===== config.mk =====
export PLATFORM = sky130hd
export DESIGN_NAME = pcm_serializer_flat
export DESIGN_NICKNAME = d
export VERILOG_FILES = /design/src/rtl/pcm_serializer_pkg.sv /design/src/rtl/pcm_serializer_if.sv /design/src/rtl/pcm_serializer_bclk_gen.sv /design/src/rtl/pcm_serializer.sv /design/src/flat_wrapper.sv
export SDC_FILE = /design/constraint.sdc
export NUM_CORES = 1
export LEC_CHECK = 0
export CAP_MARGIN = 10
export CORE_MARGIN = 4
export CORE_UTILIZATION = 55
export DETAILED_ROUTE_END_ITERATION = 8
export DONT_BUFFER_PORTS = 1
export PLACE_DENSITY = 0.76
export SETUP_SLACK_MARGIN = 0.2
export SLEW_MARGIN = 20
export SYNTH_ARGS = -nofsm -noshare
export SYNTH_HDL_FRONTEND = slang
export SYNTH_SLANG_ARGS = --single-unit

===== constraint.sdc =====
create_clock -name clk -period 3.75 [get_ports clk]
set_input_delay 0.1875 -clock clk [delete_from_list [all_inputs] [get_ports clk]]
set_output_delay 0.1875 -clock clk [all_outputs]
set_load 0.1 [all_outputs]

===== src/rtl/pcm_serializer_pkg.sv =====
// Shared types and elaboration-time parameter check for the PCM serializer.
package pcm_serializer_pkg;

  typedef enum logic {
    IDLE = 1'b0,
    RUN  = 1'b1
  } ser_state_t;

  // A frame must hold the sync slot plus every sample bit, and the divider
  // needs at least one clk per bclk half-period.
  function automatic bit params_ok(input int unsigned n,
                                   input int unsigned bclk_div,
                                   input int unsigned frame_bits);
    return (frame_bits >= n + 1) && (bclk_div >= 1);
  endfunction

endpackage


===== src/rtl/pcm_serializer_if.sv =====
// Sample handshake between the FIR output stage and the serializer.
interface pcm_serializer_if #(
  parameter int unsigned N = 16
);
  logic [N-1:0] in_data;
  logic         in_valid;
  logic         in_ready;

  modport master (
    output in_data,
    output in_valid,
    input  in_ready
  );

  modport slave (
    input  in_data,
    input  in_valid,
    output in_ready
  );
endinterface


===== src/rtl/pcm_serializer_bclk_gen.sv =====
// Bit-clock generator: divides clk by 2*BCLK_DIV while run is high and
// flags the clk edge on which bclk falls.
module bclk_gen #(
  parameter int unsigned BCLK_DIV = 4
) (
  input  logic clk,
  input  logic rst,
  input  logic run,
  output logic bclk,
  output logic fall
);

  localparam int unsigned CW = (BCLK_DIV > 1) ? $clog2(BCLK_DIV) : 1;
  localparam logic [CW-1:0] DIV_LAST = CW'(BCLK_DIV - 1);

  logic [CW-1:0] div_cnt_q, div_cnt_d;
  logic          bclk_q, bclk_d;
  logic          wrap;

  assign wrap = run && (div_cnt_q == DIV_LAST);
  assign fall = wrap && bclk_q;
  assign bclk = bclk_q;

  // Divider count and bclk toggle; both parked at 0 outside RUN.
  always_comb begin
    div_cnt_d = '0;
    bclk_d    = 1'b0;
    if (run) begin
      div_cnt_d = wrap ? '0 : div_cnt_q + 1'b1;
      bclk_d    = wrap ? ~bclk_q : bclk_q;
    end
  end

  // Divider state registers.
  always_ff @(posedge clk or negedge rst) begin
    if (!rst) begin
      div_cnt_q <= '0;
      bclk_q    <= 1'b0;
    end else begin
      div_cnt_q <= div_cnt_d;
      bclk_q    <= bclk_d;
    end
  end

endmodule


===== src/rtl/pcm_serializer.sv =====
// PCM serializer: buffers one sample and shifts it MSB-first in DSP-style
// frames (one-slot fsync, zero padding) on a generated bit clock.
module pcm_serializer
  import pcm_serializer_pkg::*;
#(
  parameter int unsigned N          = 16,
  parameter int unsigned BCLK_DIV   = 4,
  parameter int unsigned FRAME_BITS = 31
) (
  input  logic                    clk,
  input  logic                    rst,
  input  logic                    ena,
  pcm_serializer_if.slave         s_if,
  output logic                    bclk,
  output logic                    fsync,
  output logic                    sdata,
  output logic                    busy,
  output logic                    underrun
);

  if (!params_ok(N, BCLK_DIV, FRAME_BITS)) begin : g_param_check
    $fatal(1, "pcm_serializer: need FRAME_BITS >= N+1 and BCLK_DIV >= 1");
  end

  localparam int unsigned SW = $clog2(FRAME_BITS);
  localparam logic [SW-1:0] SLOT_LAST = SW'(FRAME_BITS - 1);
  localparam logic [SW-1:0] SLOT_N    = SW'(N);

  ser_state_t    state_q, state_d;
  logic [N-1:0]  hold_q, hold_d;
  logic          hold_full_q, hold_full_d;
  logic [N-1:0]  shift_q, shift_d;
  logic [SW-1:0] slot_q, slot_d;
  logic          fsync_q, fsync_d;
  logic          sdata_q, sdata_d;
  logic          underrun_q, underrun_d;
  logic          fall;
  logic          accept;

  bclk_gen #(
    .BCLK_DIV (BCLK_DIV)
  ) u_bclk_gen (
    .clk  (clk),
    .rst  (rst),
    .run  (state_q == RUN),
    .bclk (bclk),
    .fall (fall)
  );

  assign s_if.in_ready = !hold_full_q;
  assign accept        = s_if.in_valid && !hold_full_q;
  assign fsync         = fsync_q;
  assign sdata         = sdata_q;
  assign busy          = (state_q == RUN);
  assign underrun      = underrun_q;

  // Next-state: hold-register accept, frame loads and per-slot shifting.
  always_comb begin
    state_d     = state_q;
    hold_d      = hold_q;
    hold_full_d = hold_full_q;
    shift_d     = shift_q;
    slot_d      = slot_q;
    fsync_d     = fsync_q;
    sdata_d     = sdata_q;
    underrun_d  = 1'b0;

    // Accept only happens with the hold register empty, and loads only
    // with it full, so the clear below never races a capture.
    if (accept) begin
      hold_d      = s_if.in_data;
      hold_full_d = 1'b1;
    end

    case (state_q)
      IDLE: begin
        fsync_d = 1'b0;
        sdata_d = 1'b0;
        slot_d  = '0;
        if (ena && hold_full_q) begin
          state_d     = RUN;
          shift_d     = hold_q;
          hold_full_d = 1'b0;
          fsync_d     = 1'b1;
        end
      end
      RUN: begin
        if (fall) begin
          if (slot_q == SLOT_LAST) begin
            slot_d  = '0;
            sdata_d = 1'b0;
            if (!ena) begin
              state_d = IDLE;
              fsync_d = 1'b0;
              shift_d = '0;
            end else if (hold_full_q) begin
              shift_d     = hold_q;
              hold_full_d = 1'b0;
              fsync_d     = 1'b1;
            end else begin
              shift_d    = '0;
              fsync_d    = 1'b1;
              underrun_d = 1'b1;
            end
          end else begin
            slot_d  = slot_q + 1'b1;
            fsync_d = 1'b0;
            if (slot_q < SLOT_N) begin
              sdata_d = shift_q[N-1];
              shift_d = shift_q << 1;
            end else begin
              sdata_d = 1'b0;
            end
          end
        end
      end
      default: state_d = IDLE;
    endcase
  end

  // State and datapath registers; reset aborts any frame in flight.
  always_ff @(posedge clk or negedge rst) begin
    if (!rst) begin
      state_q     <= IDLE;
      hold_q      <= '0;
      hold_full_q <= 1'b0;
      shift_q     <= '0;
      slot_q      <= '0;
      fsync_q     <= 1'b0;
      sdata_q     <= 1'b0;
      underrun_q  <= 1'b0;
    end else begin
      state_q     <= state_d;
      hold_q      <= hold_d;
      hold_full_q <= hold_full_d;
      shift_q     <= shift_d;
      slot_q      <= slot_d;
      fsync_q     <= fsync_d;
      sdata_q     <= sdata_d;
      underrun_q  <= underrun_d;
    end
  end

endmodule


===== src/flat_wrapper.sv =====
// flat-port wrapper written by rule: the top's interface ports become plain ports
module pcm_serializer_flat import pcm_serializer_pkg::*;
#(
  parameter int unsigned N          = 16,
  parameter int unsigned BCLK_DIV   = 4,
  parameter int unsigned FRAME_BITS = 31
)
  (clk, rst, ena, bclk, fsync, sdata, busy, underrun, s_if_in_data, s_if_in_valid, s_if_in_ready);
  pcm_serializer_if #(.N(N)) s_if_i ();
  input  logic clk;
  input  logic rst;
  input  logic ena;
  output logic bclk;
  output logic fsync;
  output logic sdata;
  output logic busy;
  output logic underrun;
  input wire logic [$bits(s_if_i.in_data)-1:0] s_if_in_data;
  input wire logic [$bits(s_if_i.in_valid)-1:0] s_if_in_valid;
  output wire logic [$bits(s_if_i.in_ready)-1:0] s_if_in_ready;
  assign s_if_i.in_data = s_if_in_data;
  assign s_if_i.in_valid = s_if_in_valid;
  assign s_if_in_ready = s_if_i.in_ready;
  pcm_serializer #(.N(N), .BCLK_DIV(BCLK_DIV), .FRAME_BITS(FRAME_BITS)) u_core (.clk(clk), .rst(rst), .ena(ena), .s_if(s_if_i), .bclk(bclk), .fsync(fsync), .sdata(sdata), .busy(busy), .underrun(underrun));
endmodule

==> summary.txt <==
Logic synthesis
  • Mapped cell area: roughly 0.002 mm²
  • Synth area leader: dfrtp_1
  • Top-count cell post-synth: dfrtp_1
  • Post-synthesis register bit count: 45
  • Synth Flop Type: dfrtp_1
  • Top cells by count, synth: dfrtp_1 (45), mux2_2 (30), a22o_1 (15)
  • Top cells by area, synth: dfrtp_1 (56%), mux2_2 (17%), a22o_1 (6.6%)
  • Area share of the largest cell type after synthesis: roughly 56%
  • Number of flops mapped to enable cells by yosys: 0
  • Asr flop ratio synth: 100.0%
  • Register area share after synthesis: around 56%
  • Avg Inst Size Synth: 13.19 µm²
  • Cells after Synth: 152
  • Yosys cell types: 35
  • YS warnings: 0
  • Synth Net Count: approximately 180

Route
  • Detailed Routing Iterations Pass 1: 6
  • Via count: about 1,300
  • Drt total wl: about 3.6 mm
  • WL per Instance: between 15 and 20 µm
  • Antenna viol nets, final: 0
  • Initial DRC count: a little over 50
  • Mean number of vias per cell: a little under 6
  • # DRC: 0

Timing
  • Worst slew margin relative to its limit: approximately two fifths
  • RSZ-0062 raised after global routing: false
  • Setup TNS Final: 0 ns
  • FMAX: ~450 MHz
  • Max-slew violations: 0
  • Slew at the pin closest to its max-slew limit: just over 0.9 ns
  • Worst hold margin: about 0.04 ns
  • Endpoints failing setup: 0
  • Clock Skews: 0.01181 ns
  • Period minus WS final: between 2 and 2.5 ns
  • Final hold viol count: 0
  • Final period util: between 50% and 60%

Clock tree
  • CTS Buf Count: 5
  • Clock Path Buffers: 2
  • Root buffer cell: clkbuf_4
  • Clk Latency, worst-skew pair: roughly 0.36 ns
  • Worst-path clk slew: ~0.13 ns
  • CTS tree: built
  • Clk sinks: 45
  • H-Tree Depth: 2

Worst setup path
  • Top delay family on crit path: compound AO/OA/AOI/OAI gates
  • Arrival time at the worst endpoint: roughly 2.5 ns
  • Setup Crit Path Kind: register to register
  • Worst path slowest cell: o22ai_2
  • Crit-path max FO: 16
  • Startpoint types: register
  • Worst path max stage delay: slightly below 0.8 ns
  • Worst path bufs/invs: 0
  • CP required: ~4 ns
  • Kind of end point of the critical path: register
  • Worst-path cell chain: ha_1 > nand3_1 > o22ai_2 > mux2_2

Power
  • Leak pwr: 1.020 nW
  • Total power: roughly 1.5 mW
  • Power density cells: roughly 660 mW/mm²
  • VDD IR max: roughly 0.36 mV

Floorplan
  • Die Width: 68.37 µm
  • Die ar.: 0.004674 mm²
  • Die Y: just under 70 µm
  • FP Rows: 21
  • Initial core utilization: between 50% and 60%
  • # IOs: 26
  • Core footprint: around 0.0034 mm²

Layout
  • Final nets: approximately 200
  • Design area: between 0.002 and 0.0025 mm²
  • Layout area overhead: 14.86%
  • Finished Layout Cells: ~220
  • FILL cells: roughly 260
  • Antenna diodes: 0
  • Share of cells above drive strength 1: 28.00%

GRT
  • Vias in the first global route: 1,274
  • Total GRT Usage: approximately 17%
  • Initial antenna violation count: 0
  • Wire length of the first global-routing pass: about 5.8 mm
  • GRT overflow: 0
  • Largest net degree at the start of global routing: 46

Placement
  • Port-buffer cells: 0
  • DP Area: between 0.002 and 0.0025 mm²
  • Final Wtd Congestion: about 0.8
  • HPWL Detailed: about 2.4 mm
  • Placed cell count: between 150 and 200

Run status
  • Status: completed

Job
  • MaxCap Viol Count: 0

Worst hold path
  • Worst min path class: input port to register
## registers in the layout, summed over array words and instances (netlist names)
| register | cells |
|---|---|
| u_core.fsync | 1 |
| u_core.hold_full_q | 1 |
| u_core.shift_q | 16 |
| u_core.hold_q | 16 |
| u_core.slot_q | 5 |
| u_core.u_bclk_gen.div_cnt_q | 2 |
| u_core.u_bclk_gen.bclk | 1 |
| u_core.busy | 1 |
| u_core.underrun | 1 |
| u_core.sdata | 1 |
## cell families (layout without fill, tap and decap cells)
group / count (synthesis) / count (layout) / synth area share, %
compound gates: 32 / 32 / 11.61
xor+xnor: 1 / 1 / 0.4370
fa+ha+maj: 3 / 3 / 1.873
mux: 32 / 32 / 18.10
buf+inv: 12 / 35 / 3.495
flops: 45 / 45 / 56.18
simple gates: 27 / 27 / 8.303
## where the power goes
group          switching [mW]  internal [mW]  leakage [nW]  total, mW
registers               0.162          0.664         0.566      0.826
logic                   0.216          0.243         0.422      0.459
clock network           0.157         0.0742        0.0316      0.232
total                   0.536          0.981          1.02       1.52
## area by class of cell
class                      instances  area, µm²  area share [%]
clock inverter                     3      21.27          0.9239
timing repair buffer              23      232.7           10.11
inverter                           4      15.01          0.6522
multi-input combinational         95      812.0           35.27
clock buffer                       5      37.54           1.630
sequential                        45       1126           48.91
tap                               46      57.56           2.500
## metrics by stage
| stage | setup slack, ns | utilization (%) |
|---|---|---|
| floorplan | 1.523 | - |
| detailed placement | 1.440 | 59.41 |
| global placement | 1.604 | 59.41 |
| finish | 1.506 | 67.40 |
| global route | 1.345 | 67.40 |
| CTS | 1.428 | 67.00 |
## final timing paths
path	to	slack (ns)	from	cells after the start
worst max register to register	u_core.shift_q[14]$_DFFE_PN0P_	1.51	u_core.u_bclk_gen.div_cnt_q[0]$_DFF_PN0_	4
worst min-delay path	u_core.busy$_DFF_PN0_	0.04	ena	2
worst min register to register	u_core.u_bclk_gen.div_cnt_q[0]$_DFF_PN0_	0.45	u_core.u_bclk_gen.div_cnt_q[0]$_DFF_PN0_	1
worst max-delay path	u_core.shift_q[14]$_DFFE_PN0P_	1.51	u_core.u_bclk_gen.div_cnt_q[0]$_DFF_PN0_	4
max in group asynchronous	u_core.hold_q[15]$_DFFE_PN0P_	3.27	rst	2
min in group asynchronous	u_core.u_bclk_gen.div_cnt_q[0]$_DFF_PN0_	0.28	rst	2
## timing repair
item | 4_1_cts | 5_1_grt
endpoints found under the setup margin | 0 | 0
hold buffers | 19 | 1
hold endpoints to repair | 62 | 1
gates resized for setup | 0 | 0
buffers inserted | 0 | 0
## cell usage in the layout (no fill, tap or decap), types with 2 or more instances in the layout
cell type      instances
dfrtp_1               45
mux2_2                30
dlygate4sd3_1         19
a22o_1                15
o21ai_0                8
nand2_1                5
clkbuf_4               5
inv_1                  4
nand3_1                4
nor3b_1                3
a21oi_1                3
ha_1                   3
buf_4                  3
nor3_1                 2
nor2_1                 2
and2_1                 2
o31ai_1                2
## metal layers
metal | vias to the layer above | GRT usage (%) | share of wire, %
met5 | - | 0 | 0
met4 | 0 | 5.211 | 0.75
met3 | 4 | 5.911 | 4.6
met2 | 35 | 30.57 | 52
met1 | 652 | 20.00 | 42
li1 | 595 | - | -
(Power assumes the default switching activity.)
